$ cat config.mk
export PLATFORM = sky130hd
export DESIGN_NAME = ps2_key_decoder
export DESIGN_NICKNAME = d
export VERILOG_FILES = /design/src/rtl/ps2_key_decoder.sv
export SDC_FILE = /design/constraint.sdc
export NUM_CORES = 1
export LEC_CHECK = 0
export ABC_CLOCK_PERIOD_IN_PS = 4000
export CAP_MARGIN = 25
export CORE_MARGIN = 2
export CORE_UTILIZATION = 40
export CTS_BUF_LIST = sky130_fd_sc_hd__clkbuf_16
export CTS_CLUSTER_DIAMETER = 30
export CTS_CLUSTER_SIZE = 12
export DETAILED_ROUTE_END_ITERATION = 6
export GPL_TIMING_DRIVEN = 0
export MAX_ROUTING_LAYER = met4
export PLACE_DENSITY = 0.64
export SLEW_MARGIN = 20
export SYNTH_ARGS = -nofsm -noshare
export SYNTH_HDL_FRONTEND = slang
export SYNTH_SLANG_ARGS = --single-unit
$ cat constraint.sdc
create_clock -name clk -period 4 [get_ports clk]
set_input_delay 0.4 -clock clk [delete_from_list [all_inputs] [get_ports clk]]
set_output_delay 0.4 -clock clk [all_outputs]
set_load 0.01 [all_outputs]
$ cat src/rtl/ps2_key_decoder.sv
// ps2_key_decoder: PS/2 Set-2 receiver and key decoder producing game key pulses and held levels.
module ps2_key_decoder #(
   parameter int FILTER_LEN     = 8,
   parameter int TIMEOUT_CYCLES = 50000
) (
   input  logic       clk,
   input  logic       resetn,
   input  logic       ps2_clk,
   input  logic       ps2_data,
   output logic       spacebar_pressed,
   output logic       enter_pressed,
   output logic       left_held,
   output logic       right_held,
   output logic [7:0] scan_code,
   output logic       scan_valid,
   output logic       frame_error
);
   localparam int TW = $clog2(TIMEOUT_CYCLES + 1);
   typedef enum logic [1:0] {IDLE, GOT_E0, GOT_F0, GOT_E0F0} state_t;
   logic [1:0] clk_sync, dat_sync;
   logic filt;
   logic [7:0] fcnt;
   logic fall;
   logic [3:0] bit_cnt;
   logic [8:0] sr;
   logic [TW-1:0] tcnt;
   state_t state, state_nx;
   logic mk, brk, ext;
   logic space_down, enter_down;
   logic is_29, is_5a, is_6b, is_74;
   // Synchronizers reset to the idle-high line level so reset never fakes an edge.
   always_ff @(posedge clk) begin
      if (!resetn) begin
         clk_sync <= 2'b11;
         dat_sync <= 2'b11;
         filt     <= 1'b1;
         fcnt     <= '0;
      end else begin
         clk_sync <= {clk_sync[0], ps2_clk};
         dat_sync <= {dat_sync[0], ps2_data};
         if (clk_sync[1] == filt) fcnt <= '0;
         else if (fcnt == 8'(FILTER_LEN - 1)) begin
            filt <= clk_sync[1];
            fcnt <= '0;
         end else fcnt <= fcnt + 8'd1;
      end
   end
   assign fall = filt && !clk_sync[1] && (fcnt == 8'(FILTER_LEN - 1));
   // Bits 1..9 shift data and parity in LSB first; bit 10 is the stop bit.
   always_ff @(posedge clk) begin
      if (!resetn) begin
         bit_cnt     <= '0;
         sr          <= '0;
         tcnt        <= '0;
         scan_code   <= 8'h00;
         scan_valid  <= 1'b0;
         frame_error <= 1'b0;
      end else begin
         scan_valid  <= 1'b0;
         frame_error <= 1'b0;
         if (fall) begin
            tcnt <= '0;
            if (bit_cnt == 4'd0) bit_cnt <= dat_sync[1] ? 4'd0 : 4'd1;
            else if (bit_cnt == 4'd10) begin
               bit_cnt <= '0;
               if (dat_sync[1] && ^sr) begin
                  scan_code  <= sr[7:0];
                  scan_valid <= 1'b1;
               end else frame_error <= 1'b1;
            end else begin
               sr      <= {dat_sync[1], sr[8:1]};
               bit_cnt <= bit_cnt + 4'd1;
            end
         end else if (bit_cnt == 4'd0) tcnt <= '0;
         else if (tcnt == TW'(TIMEOUT_CYCLES - 1)) begin
            tcnt        <= '0;
            bit_cnt     <= '0;
            frame_error <= 1'b1;
         end else tcnt <= tcnt + TW'(1);
      end
   end
   always_ff @(posedge clk) begin
      if (!resetn) state <= IDLE;
      else state <= state_nx;
   end
   always_comb begin
      state_nx = state;
      mk       = 1'b0;
      brk      = 1'b0;
      ext      = 1'b0;
      if (scan_valid) begin
         case (state)
            IDLE: begin
               state_nx = (scan_code == 8'hE0) ? GOT_E0 : (scan_code == 8'hF0) ? GOT_F0 : IDLE;
               mk       = (scan_code != 8'hE0) && (scan_code != 8'hF0);
            end
            GOT_E0: begin
               state_nx = (scan_code == 8'hF0) ? GOT_E0F0 : (scan_code == 8'hE0) ? GOT_E0 : IDLE;
               mk       = (scan_code != 8'hE0) && (scan_code != 8'hF0);
               ext      = 1'b1;
            end
            GOT_F0: begin
               state_nx = IDLE;
               brk      = 1'b1;
            end
            default: begin
               state_nx = IDLE;
               brk      = 1'b1;
               ext      = 1'b1;
            end
         endcase
      end
   end
   assign is_29 = scan_code == 8'h29;
   assign is_5a = scan_code == 8'h5A;
   assign is_6b = scan_code == 8'h6B;
   assign is_74 = scan_code == 8'h74;
   always_ff @(posedge clk) begin
      if (!resetn) begin
         spacebar_pressed <= 1'b0;
         enter_pressed    <= 1'b0;
         space_down       <= 1'b0;
         enter_down       <= 1'b0;
         left_held        <= 1'b0;
         right_held       <= 1'b0;
      end else begin
         spacebar_pressed <= mk && !ext && is_29 && !space_down;
         enter_pressed    <= mk && !ext && is_5a && !enter_down;
         space_down       <= (mk && !ext && is_29) || (space_down && !(brk && !ext && is_29));
         enter_down       <= (mk && !ext && is_5a) || (enter_down && !(brk && !ext && is_5a));
         left_held        <= (mk && ext && is_6b) || (left_held && !(brk && ext && is_6b));
         right_held       <= (mk && ext && is_74) || (right_held && !(brk && ext && is_74));
      end
   end
endmodule
### After elaboration in Yosys (flattened, before gate mapping)

Cells that the tools add are included.

| cells by class | value |
|---|---|
| mux-type cells | 24 |
| reduce and logical (&&, ||, !) cells | 47 |
| equal/unequal tests | 15 |
| add/subtract/negate cells | 3 |
| bitwise operators | 5 |

Operators with widths:

| operator | count |
|---|---|
| $eq 8x7->1 const B | 3 |
| $logic_and 1x1->1 | 22 |
| $mux 4 | 5 |
| $add 16x1->16 const B | 1 |
| $eq 16x16->1 const B | 1 |
| $eq 8x8->1 const B | 2 |
| $ne 8x8->1 const B | 2 |
| $mux 1 | 15 |
| $reduce_xor 9->1 | 1 |
| $add 8x1->8 const B | 1 |
| $eq 8x3->1 const B | 1 |
| $eq 8x6->1 const B | 1 |
| $logic_not 1->1 | 8 |
| $reduce_or 4->1 | 2 |
| $mux 2 | 3 |
| $not 1->1 | 5 |
| $add 4x1->4 const B | 1 |
| $eq 4x4->1 const B | 1 |
| $logic_not 4->1 | 1 |
| $logic_or 1x1->1 | 4 |
| $pmux 2 s2 | 1 |
| $reduce_and 2->1 | 2 |
| $reduce_and 4->1 | 1 |
| $reduce_or 2->1 | 2 |
| other kinds (8) | 8 |

| word-level totals | value |
|---|---|
| output and inout port bits | 14 |
| input port bits | 4 |
| logic and storage cells | 111 |
| register bits after elaboration | 60 |

### Logic depth before layout (Yosys ltp)

| logic depth | value |
|---|---|
| depth after elaboration | 10 |
| mapped depth | 8 |
| gate-level depth less buffers | 7 |

### Worst setup path before layout

OpenSTA, ideal clock, no wires.

| timing | value |
|---|---|
| kind | flip-flop to flip-flop |
| from | register fcnt[0] |
| to | register scan_code[7] |
| setup time | 0.071 ns |
| required time | 3.929 ns |
| period minus slack after synthesis | 1.669 ns |
| arrival time | 1.598 ns |
| path buffers | 1 |
| setup slack | 2.331 ns |
| cell stages (with the launch flop) | 8 |
| cell sequence | dfxtp_1 -> ha_1 -> and3b_1 -> and4bb_2 -> and2_1 -> buf_1 -> nand4_1 -> a21oi_1 |

| on the way | value |
|---|---|
| word-level cells in the longest chain between the ends | 3 |

RTL lines:

| what | RTL line | RTL |
|---|---|---|
| start, declared | 22 | `logic [7:0] fcnt;` |
| start signal, assigned | 45 | `end else fcnt <= fcnt + 8'd1;` |
| $eq 8x3->1 | 48 | `assign fall = filt && !clk_sync[1] && (fcnt == 8'(FILTER_LEN - 1));` |
| $logic_and 1x1->1 | 48 |  |
| $reduce_and 4->1 (no line) | n/a |  |
| end signal, assigned | 67 | `scan_code <= sr[7:0];` |
| end, declared | 14 | `output logic [7:0] scan_code,` |

Every way passes these cells.
A chain may end at the register's enable or synchronous reset.

### Worst setup path in the final report

| timing | value |
|---|---|
| from | register fcnt[0] |
| to | register scan_code[1] |

The elaborated chain is that of the path after synthesis.

==> impl_metrics.yaml <==
timing:
  worst_pin_slew_ns: 0.6455
  fin_crit_ns: 1.925
  slew_headroom_pct: 56.38
  rsz0062_at_grt: "no"
  hold_viol: 0
  setup_tns_ns: 0
  setup_viol: 0
  maxSlewViolCount: 0
  timing.final.crit_share_pct: 48.14
  fin_worst_skew_ns: 0.005796
  fmax_mhz: 519.4
synth:
  synth-edff-count: 0
  synth_top_area_cell: "dfxtp_1"
  yosysSeqAreaShare_pct: 45.05
  synth_top_area_share_pct: 45.05
  synth_cell_types: 45
  synthTopCellsByArea: "dfxtp_1 (45%), xor2_1 (5.3%), nor2_1 (4.6%)"
  synth.most_common_cell: "dfxtp_1"
  synth_fp_nets: 312
  ys_async_sr_fraction_pct: 0
  dominantRegCellSynth: "dfxtp_1"
  postSynthAreaPerCell_um2: 8.829
  synth_common_cells: "dfxtp_1 (60), nor2_1 (33), nand2_1 (30), a21oi_1 (23), nand3_1 (19)"
  netlist_instances: 302
  synth_area_um2: 2666
  ys_ff_latch: 60
  synth_warnings: 0
global_route:
  grt_pass1_vias: 1868
  grt_max_degree: 11
  grt_pass1_wl_um: 8673
  grt.total_usage_pct: 15.49
  grt_antenna_before_repair: 0
  grt_overflow: 0
placement:
  place.gp.congestion: 0.7615
  dpl_cell_area_um2: 2923
  dp_hpwl_um: 3576
  io_buffers: 16
critical_path:
  worstSetupEndpointType: "flop"
  critPathArrivalTime_ns: 2.18
  start_kind: "flop"
  path_buf_inv: 1
  critPathKind: "flop to flop"
  cpPeakStageDelay_ns: 0.38
  crit_fanout: 8
  cp_cell_sequence: "ha_1 > and3b_1 > and4bb_2 > and2_1 > buf_1 > nand4_1 > a21oi_1"
  worst_ep_required_time_ns: 4.25
  crit_slowest_cell: "dfxtp_1"
  critPathTopFamily: "simple AND/OR/NAND/NOR gates"
drt:
  drt-pass1-iter-count: 4
  post_drt_wl_per_cell_um: 12.45
  drc: 0
  drt_wl_total_um: 5118
  vias: 2142
  drt_iter0_drc: 77
  vias_per_cell: 5.212
  ant_nets: 0
outcome:
  outcome: "completed"
die:
  start_util_pct: 41.75
  placementRows: 29
  die_area_um2: 7335
  io_pins: 18
  die_h_um: 85.65
  core_um2: 6386
  die_w_um: 85.65
final_layout:
  multiInputGateArea_um2: 1399
  n_antenna_cell: 0
  register_area_um2: 1201
  fillers: 599
  syn2layout_area_growth_pct: 22.06
  postLayoutCellArea_um2: 3254
  final_util_pct: 50.96
  drive_gt1_share_pct: 7.485
  nNetsFinal: 339
job:
  maxCapViolCount: 0
clock_network:
  post-cts-setup-buffers: 0
  clock-sinks: 60
  holdBufCountCts: 0
  cts_resized: 0
  cts_buffers: 9
  clk_pin_slew_ns: 0.05
  cts_tree: "yes"
  cts-root-buf: "clkbuf_16"
  htreeDepth: 3
  cts_buffer_depth: 2
  clk_latency_ns: 0.32
power:
  vdd_drop_max_uv: 220.1
  power_density_nw_per_um2: 453.5
  leakagePower_nw: 1.104
min_path:
  hold_class: "flop to flop"
==> logic make-up after synthesis <==
family / Yosys count / synth area share [%]
compound gates: 47 / 9.620
xor+xnor: 28 / 11.03
fa+ha+maj: 6 / 2.816
buf+inv: 17 / 2.487
flops: 60 / 45.05
mux: 1 / 0.3754
simple gates: 143 / 28.63
==> layout make-up <==
| class | instances | share of cell area, % |
|---|---|---|
| multi-input cells | 225 | 42.98 |
| flip-flops and latches | 60 | 36.91 |
| clock buffers | 9 | 6.920 |
| repair buffers | 16 | 4.921 |
| clock inverters | 7 | 3.268 |
| well taps | 77 | 2.960 |
| inverters | 9 | 1.038 |
| plain buffers | 8 | 0.9996 |
==> registers in the layout, summed over array words and instances, names as in the netlist, 2 cells and up <==
signal / cells
bit_cnt: 4
clk_sync: 2
dat_sync: 2
fcnt: 8
scan_code: 8
sr: 9
state: 2
tcnt: 16
==> path summary, 6_finish.rpt <==
check / from / to / slack [ns] / cells after the start
max: fcnt[0] / scan_code[1] / 2.07 / 7
min: dat_sync[0] / dat_sync[1] / 0.41 / 1
min reg2reg: dat_sync[0] / dat_sync[1] / 0.41 / 1
max reg2reg: fcnt[0] / scan_code[1] / 2.07 / 7
==> cells in the final DEF, fill, tap and decap left out, types with 6 or more instances in the layout <==
cell type	n
xnor2_1	8
clkdlybuf4s50_1	16
nor2_1	33
inv_1	10
o21ai_0	15
a21oi_1	23
clkbuf_16	9
ha_1	6
dfxtp_1	60
nand3_1	19
nand2_1	30
nand2b_1	9
xor2_1	16
nand4_1	15
==> report_power, final <==
part           switching [mW]  total [mW]  leakage (nW)  internal [mW]
sequential            0.00101       0.602         0.484          0.601
combinational          0.0101      0.0149         0.454        0.00487
clock                   0.260       0.859         0.166          0.600
==> routing by layer <==
layer / track usage, % / part of all wire, % / vias to the layer above
met2: 22.23 / 44 / 35
met3: 5.197 / 4.1 / 6
met4: 7.359 / 1.8 / 0
met5: - / 0 / -
li1: - / - / 1112
met1: 19.59 / 50 / 989
==> through the flow <==
step	hold WS, ns	std cells	power, mW	setup WS [ns]
2_1_floorplan	0.3863	302	0.6232	2.331
3_3_place_gp	0.3881	395	0.6289	2.097
3_5_place_dp	0.3940	395	0.6291	2.089
4_1_cts	0.4060	411	1.497	2.081
5_1_grt	0.4252	411	1.526	1.860
6_report	0.4057	411	1.476	2.075
Power figures use the tool's default switching activity.
==> RTL change: new RTL, same settings <==
Add an input register stage for `ps2_data`; this delays it by one clock.
--- a/src/rtl/ps2_key_decoder.sv
+++ b/src/rtl/ps2_key_decoder.sv
@@ -17,6 +17,13 @@
 );
    localparam int TW = $clog2(TIMEOUT_CYCLES + 1);
    typedef enum logic [1:0] {IDLE, GOT_E0, GOT_F0, GOT_E0F0} state_t;
+
+   logic ps2_data_q;
+
+   always_ff @(posedge clk) begin
+      ps2_data_q <= ps2_data;
+   end
+
    logic [1:0] clk_sync, dat_sync;
    logic filt;
    logic [7:0] fcnt;
@@ -37,7 +44,7 @@
          fcnt     <= '0;
       end else begin
          clk_sync <= {clk_sync[0], ps2_clk};
-         dat_sync <= {dat_sync[0], ps2_data};
+         dat_sync <= {dat_sync[0], ps2_data_q};
          if (clk_sync[1] == filt) fcnt <= '0;
          else if (fcnt == 8'(FILTER_LEN - 1)) begin
             filt <= clk_sync[1];
Check against the original RTL: no difference found for any inputs over 10 cycles, from zero or initial values and one cycle with resetn low; that may be too few to reach the edited logic, so the function may still have changed.
==> RTL change against the original RTL <==
Sequential cell count grew 1. Highest routed layer unchanged. Die area increased by 0.71%. Power fell by 14%. Maximum frequency grew 1.3%. Clock skew grew 1.7 ps. Utilization shrank 1.3 points. Synthesized area rose by 0.75%. Design area is 2.0% lower. Count of clock-buffer cells in the layout is the same. Worst hold slack got worse by 4.3 ps. Worst setup slack improved by 24 ps. Wire length shrank 1.9%. Final cell count fell by 0.24%. Critical path type unchanged.
==> RTL change: results (changes against the original RTL) <==
worst_slew_pin_slew_ps: 572  # -73.9 ps
r2r_setup_slack_ps: 2100  # +20 ps
seq_area_frac_synth: 0.455  # +0.00410
ir_drop_mv: 0.256  # +16%
p_sw_mw: 0.253  # -6.6%
startpoint: "fcnt[0]"
wl_per_cell_um: 12.2  # -1.6%
synth_cell_types: 45  # unchanged
async_flop_share: 0  # unchanged
setup_viol_count_final: 0  # unchanged
grt_max_degree: 11  # unchanged
clk_pin_slew_ps: 50  # about the same
fmax_ghz: 0.526  # +1.3%
drive_gt1_frac: 0.0691  # -0.00578
synth_fp_nets: 313  # +0.32%
dr.first_iter.drc_count: 57  # -26%
path_delay_family: "simple AND/OR/NAND/NOR gates"
synth_area_leaders: "dfxtp_1, xor2_1, nor2_1, a21oi_1, nand2_1"
drt-total-wl_mm: 5.02  # -1.9%
fin_hold_ws_ps: 401  # -4.25 ps
cts_buffers: 9  # unchanged
crit_fanout: 8  # unchanged
cts.repair.resized: 0  # unchanged
grt_util_all_layers: 0.159  # +0.00425
min_to: "dat_sync[0]"
cp_data_arrival_time_ps: 2150  # -30 ps
worstHoldPathCells: 1  # unchanged
dp_hpwl_mm: 3.58  # +0.21%
root_buffer: "clkbuf_16"
post_cts_buffers: 0  # unchanged
status: "complete, no violations"
critPathMaxStageDelay_ps: 370
fin_skew_ps: 7.49  # +1.70 ps
placed_cell_area_um2: 2940  # +0.68%
gp_congestion: 0.744  # -2.2%
hold_path_class: "register to register"
insertion_delay_ps: 320  # about the same
synthTopCellsByCount: "dfxtp_1, nor2_1, nand2_1"
synth_area_per_cell_um2: 8.87  # +0.42%
design_area_um2: 3190  # -2.0%
placed_cells: 396  # +0.25%
grt_pass1_wl_mm: 9.04  # +4.2%
top_regs: "tcnt (16), sr (9)"
p_leak_nw: 1.07  # -2.7%
via_per_inst: 5.12  # -1.7%
slowest_stage: "dfxtp_1"
min_from: "ps2_data_q"
first_global_vias: 2067  # +11%
ys_warn_count: 0  # unchanged
nFillCells: 602  # +0.50%
nets: 340  # +0.29%
synth-main-ff-cell: "dfxtp_1"
drt_first_pass_iters: 4  # unchanged
port_buffers: 16  # unchanged
[RTL change: cells by family (layout without fill, tap and decap cells)]
kind of cell,count (synthesis),count (layout),synth area share
adders and majority gates,6,6,0.0279
buffers and inverters,17,47,0.0247
xor gates and xnor gates,28,28,0.109
AOI/OAI and AO/OA,47,47,0.0955
and+or+nand+nor,143,143,0.284
DFF,61,61,0.455
muxes,1,1,0.00373
[RTL change: worst reg2reg max path, delay by kind of cell, from the launching register on]
kind | cells | cell delay [ps]
and+or+nand+nor | 4 | 780
DFF | 1 | 370
adders and majority gates | 1 | 260
buffers and inverters | 1 | 260
AOI/OAI and AO/OA | 1 | 150
[RTL change: power groups by stage]
| stage | registers, mW | logic, mW | clock network (mW) |
|---|---|---|---|
| 5_1_grt | 0.612 | 0.0168 | 0.692 |
| 4_1_cts | 0.612 | 0.0150 | 0.664 |
| 3_3_place_gp | 0.625 | 0.0149 | 0 |
| 2_1_floorplan | 0.624 | 0.00951 | 0 |
| 3_5_place_dp | 0.625 | 0.0149 | 0 |
| 6_report | 0.613 | 0.0147 | 0.643 |
[RTL change: routing by layer]
| metal | vias to the layer above | routed length, um | global-route usage |
|---|---|---|---|
| li1 | 1105 | - | - |
| met4 | 0 | 125 | 0.0952 |
| met3 | 8 | 141 | 0.0404 |
| met5 | - | 0 | - |
| met1 | 962 | 2470 | 0.191 |
| met2 | 25 | 2280 | 0.240 |
[RTL change: cell type report]
cell class | count | area share
inverter | 9 | 0.0106
sequential | 61 | 0.383
timing repair buffer | 16 | 0.0502
multi-input combinational | 225 | 0.439
clock inverter | 5 | 0.00667
tap | 77 | 0.0302
clock buffer | 9 | 0.0706
buffer | 8 | 0.0102
